`config.mk`:
```
export PLATFORM = sky130hd
export DESIGN_NAME = memory_word_transfer_unit
export DESIGN_NICKNAME = d
export VERILOG_FILES = /design/src/rtl/memory_word_transfer_unit.sv
export SDC_FILE = /design/constraint.sdc
export NUM_CORES = 1
export LEC_CHECK = 0
export CORE_ASPECT_RATIO = 1.25
export CORE_MARGIN = 4
export CORE_UTILIZATION = 40
export DETAILED_ROUTE_END_ITERATION = 10
export PLACE_DENSITY = 0.73
export RECOVER_POWER = 50
export SETUP_SLACK_MARGIN = 0.02
export SYNTH_ARGS = -nofsm -noshare
export SYNTH_HDL_FRONTEND = slang
export SYNTH_SLANG_ARGS = --single-unit
```
`constraint.sdc`:
```
create_clock -name i_clk -period 1.6 [get_ports i_clk]
set_input_delay 0.32 -clock i_clk [delete_from_list [all_inputs] [get_ports i_clk]]
set_output_delay 0.32 -clock i_clk [all_outputs]
set_load 0.02 [all_outputs]
```
`src/rtl/memory_word_transfer_unit.sv`:
```
// Moves one DATA_W word between a requester and a byte-wide synchronous memory,
// one byte per cycle, in little- or big-endian byte order.
//
// state  | meaning
// S_IDLE | waiting for i_start; memory deselected
// S_XFER | one byte per cycle, r_cnt = byte index
// S_DONE | one-cycle completion pulse, still busy
module memory_word_transfer_unit #(
    parameter int DATA_W     = 16,
    parameter int ADDR_W     = 16,
    parameter bit BIG_ENDIAN = 1'b0
) (
    input  logic              i_clk,
    input  logic              i_rst_n,
    input  logic              i_start,
    input  logic              i_op,
    input  logic [ADDR_W-1:0] i_addr,
    input  logic [DATA_W-1:0] i_wr_data,
    input  logic [7:0]        i_mem_out,
    output logic [ADDR_W-1:0] o_mem_address,
    output logic [7:0]        o_mem_data,
    output logic              o_mem_wr,
    output logic              o_mem_cs,
    output logic [DATA_W-1:0] o_rd_data,
    output logic              o_busy,
    output logic              o_done
);

    localparam int NBYTES = DATA_W / 8;
    localparam int CNT_W  = (NBYTES > 1) ? $clog2(NBYTES) : 1;

    typedef enum logic [1:0] {
        S_IDLE = 2'd0,
        S_XFER = 2'd1,
        S_DONE = 2'd2
    } state_t;

    state_t              r_state;
    state_t              w_state_next;
    logic [CNT_W-1:0]    r_cnt;
    logic                r_op;
    logic [DATA_W-1:0]   r_wdata;
    logic [DATA_W-1:0]   r_rbuf;
    logic [DATA_W-1:0]   r_rd_data;
    logic [ADDR_W-1:0]   r_addr;

    logic                w_accept;
    logic                w_last;
    logic [CNT_W-1:0]    w_lane;
    logic [7:0]          w_wr_byte;
    logic [DATA_W-1:0]   w_rbuf_next;

    assign w_accept = (r_state == S_IDLE) && i_start;
    assign w_last   = (r_cnt == CNT_W'(NBYTES - 1));
    // Word byte lane touched by the current byte index; shared by load and store.
    assign w_lane   = BIG_ENDIAN ? (CNT_W'(NBYTES - 1) - r_cnt) : r_cnt;

    always_comb begin
        w_wr_byte   = 8'h00;
        w_rbuf_next = r_rbuf;
        for (int b = 0; b < NBYTES; b++) begin
            if (w_lane == CNT_W'(b)) begin
                w_wr_byte              = r_wdata[8*b +: 8];
                w_rbuf_next[8*b +: 8]  = i_mem_out;
            end
        end
    end

    always_ff @(posedge i_clk or negedge i_rst_n) begin
        if (!i_rst_n) begin
            r_state <= S_IDLE;
        end else begin
            r_state <= w_state_next;
        end
    end

    always_comb begin
        w_state_next = r_state;
        case (r_state)
            S_IDLE:  if (i_start) w_state_next = S_XFER;
            S_XFER:  if (w_last)  w_state_next = S_DONE;
            S_DONE:  w_state_next = S_IDLE;
            default: w_state_next = S_IDLE;
        endcase
    end

    always_comb begin
        o_busy     = (r_state != S_IDLE);
        o_done     = (r_state == S_DONE);
        o_mem_cs   = 1'b1;
        o_mem_wr   = 1'b0;
        o_mem_data = 8'h00;
        if (r_state == S_XFER) begin
            o_mem_cs   = 1'b0;
            o_mem_wr   = r_op;
            o_mem_data = r_op ? w_wr_byte : 8'h00;
        end
    end

    // r_addr is the live memory address; it stops on the last byte so it holds afterwards.
    always_ff @(posedge i_clk or negedge i_rst_n) begin
        if (!i_rst_n) begin
            r_cnt     <= '0;
            r_op      <= 1'b0;
            r_wdata   <= '0;
            r_rbuf    <= '0;
            r_rd_data <= '0;
            r_addr    <= '0;
        end else if (w_accept) begin
            r_cnt   <= '0;
            r_op    <= i_op;
            r_wdata <= i_wr_data;
            r_addr  <= i_addr;
        end else if (r_state == S_XFER) begin
            if (!r_op) begin
                r_rbuf <= w_rbuf_next;
                if (w_last) r_rd_data <= w_rbuf_next;
            end
            if (!w_last) begin
                r_cnt  <= r_cnt + CNT_W'(1);
                r_addr <= r_addr + ADDR_W'(1);
            end
        end
    end

    assign o_mem_address = r_addr;
    assign o_rd_data     = r_rd_data;

endmodule

```
==> impl_metrics.toml <==
[synth]
syn_area_mm2 = 0.00278
synth_area_per_cell_um2 = 9.21
post-synth-top-count-cell = "nand2_1"
yosys.cell_types.count = 43
ranking_of_synthesized_cells_by_area = "dfrtp_1 (54%), nand2_1 (15%), mux2i_1 (3.2%)"
synth-seq-area-share_pct = 54.0
synthFlopType = "dfrtp_1"
synth.net_count = 347
synth.yosys.warnings = 0
synth_top_area_cell = "dfrtp_1"
synth_enable_flop_cells = 0
synth_commonest_cells = "nand2_1 (114), dfrtp_1 (60), nor2_1 (15), clkbuf_1 (13), mux2i_1 (9)"
synthesis.instances = 302
number_of_flip_flops_and_latches_in_the_synthesized_netlist = 60
yosysTopAreaCellShare_pct = 54.0
post_synth_arst_share_pct = 100

[cells_and_area]
diodes = 0
multi_input_area_mm2 = 0.00142
regArea_mm2 = 0.00151
final_layout_size_suffix_gt1_share_pct = 29.6
fin_cells = 530
syn_to_final_growth_pct = 62.3
final_nets = 483
fin_util_pct = 67.9
fill_cells = 522

[placement]
buffer_ports.inserted = 87
post-place-ws_ns = -0.325
dp_cells = 495
globalplace.congestion = 0.820
placed_wire_length_estimate_mm = 5.36

[die]
dieWidth_um = 82.6
initial_core_util_pct = 41.8
io-pin-count = 88
standard_cell_row_count = 33
design.core.area_mm2 = 0.00665
full_die_area_mm2 = 0.00836
die_height_um = 101

[power]
clkPwrFrac_pct = 16.7
vdd_ir_drop_max_v = 0.00103
netSwitchingFraction_pct = 40.2
design_power_total_w = 0.00915
leakage_nw = 2.16
power.combinational.fraction_pct = 52.6
power_density_mw_per_mm2 = 2030
total_switching_power_w = 0.00368
power.share.sequential_pct = 30.7
internal_w = 0.00547

[setup_path]
worst-endpoint-arrival_ns = 2.04
critical_path.endpoint_type = "register"
worst-endpoint-required_ns = 1.89
kind_of_critical_path = "register to register"
cp_max_fo = 5
critical_path.startpoint_type = "register"

[global_route]
antenna_found_initial = 0
grtUsageTotal_pct = 19.5
top_usage_layer = "met2"
gr-usage-met1_pct = 23.3
overflow = 0
wire_length_of_the_first_global_routing_pass_mm = 12.4
grt_start_max_net_pins = 30
m3_gr_usage_pct = 4.27
met2_layer_usage_reported_by_global_route_pct = 33.3
number_of_global_route_vias_before_repair = 2601

[clocking]
root_buffer = "clkbuf_8"
clock_tree.buffer_depth = 2
tritoncts = "built"
insertion_delay_ns = 0.35
cts_made_buffers = 9
worst_setup_hold_path_clk_slew_ns = 0.07
clock-sinks = 60
cts-htree-levels = 3

[sta]
timing.max_slew.rel_slack_pct = 50.0
rsz0062_at_grt = "true"
min_period_ns = 1.75
finalWorstSetupSlack_ns = -0.150
final-hold-violation-count = 0
max_freq_mhz = 571
finalCritPeriodShare_pct = 109
maxSlewViolCount = 0
fin_worst_skew_ns = 0.0109
fin_tns_setup_ns = -2.82
tightest_slew_ns = 0.750
finalSetupViolations = 31

[status]
violated_checks = "negative setup slack"
run_status = "complete, but fails checks"

[drt]
routedWlPerCell_um = 15.2
drc = 0
antenna_left = 0
first_iter_violations = 168
first_pass_iters = 4
via_count = 2672
drt-total-wl_mm = 8.05
drt-vias-per-instance = 5.04

[flow_run]
max_cap_violations = 0

[worst_hold_path]
hp-class = "primary input to asynchronous set/reset pin"
## cells in the final DEF (no fill, tap or decap), types with 2 or more instances in the layout
cell / count
o21ai_1: 4
clkdlybuf4s50_1: 42
or2_4: 2
mux2i_1: 9
clkinv_4: 2
buf_6: 14
nor4_4: 2
dlygate4sd2_1: 30
or3_4: 3
o21ai_0: 5
buf_4: 44
nor2_2: 7
clkdlybuf4s15_1: 2
nand2b_1: 2
dfrtp_1: 51
or3b_4: 2
o211ai_1: 2
o22ai_1: 2
or4_4: 2
a22oi_1: 2
nand4_1: 2
o311ai_2: 2
a21oi_1: 3
clkbuf_1: 3
nor3_1: 2
o22a_1: 2
dfrtp_2: 9
mux2_4: 8
xnor2_1: 6
nand2_1: 113
bufinv_16: 2
nand3_1: 4
inv_1: 5
clkbuf_8: 9
nor2_1: 8
## stage by stage
stage               hold WS [ns]  area [µm²]
floorplan                 0.0244        2790
global placement           0.156        3970
detailed placement         0.154        3970
CTS                        0.333        4310
global route               0.398        4510
finish                     0.352        4510
## final timing paths
check | from | end | slack [ns] | depth (start not counted)
hold / removal | i_rst_n | o_mem_address[7] | 0.35 | 2
max in group asynchronous | i_rst_n | r_state[1] | 0.25 | 3
hold reg to reg | o_rd_data[5] | o_rd_data[5] | 0.47 | 2
setup / recovery | r_state[1] | o_mem_address[15] | -0.15 | 5
min in group i_clk | o_rd_data[5] | o_rd_data[5] | 0.47 | 2
setup reg to reg | r_state[1] | o_mem_address[15] | -0.15 | 5
## timing repair
item                                    CTS  global route
hold buffers                              1             0
pin swaps                                10            12
hold endpoints to repair                  3             0
endpoints found under the setup margin   63            51
gates resized for setup                 126            37
gates cloned                              2             1
setup buffers                             5            11
## worst max-delay path, stage by stage (launching register included)
cell and delay [ns]:
dfrtp_2 0.43, buf_4 0.15, buf_4 0.13, or3b_4 0.43
or4_4 0.50, nand3_2 0.06
## layout make-up
cell class	count	area share [%]
inverter	6	0.499
sequential	60	33.5
clock inverter	7	2.19
multi-input combinational	223	31.5
timing repair buffer	138	27.1
clock buffer	9	2.74
tap	87	2.41
## layer usage
metal	vias up	wire, µm
met5	-	0
met4	0	195
met3	18	452
met2	92	4240
met1	1275	3170
li1	1287	-
## sequential cells by signal, summed over array words and instances (netlist names)
| signal | cells |
|---|---|
| o_mem_address | 16 |
| o_rd_data | 16 |
| r_wdata | 16 |
| r_rbuf | 8 |
| r_state | 2 |
| r_cnt | 1 |
| r_op | 1 |
## logic make-up after synthesis
family | Yosys count | synth area share [%]
simple gates | 163 | 25.3
mux | 17 | 6.48
compound gates | 32 | 8.01
xor+xnor | 7 | 2.21
fa+ha+maj | 1 | 0.450
flops | 60 | 54.0
buf+inv | 22 | 3.56
## power groups by stage
stage	registers, W	logic [W]	clock network (W)
finish	0.00281	0.00481	0.00153
global placement	0.00275	0.00415	0
floorplan	0.00316	0.00187	0
CTS	0.00278	0.00439	0.00155
global route	0.00288	0.00521	0.00160
detailed placement	0.00278	0.00422	0
Note: power is estimated with default switching activity, not from simulation.
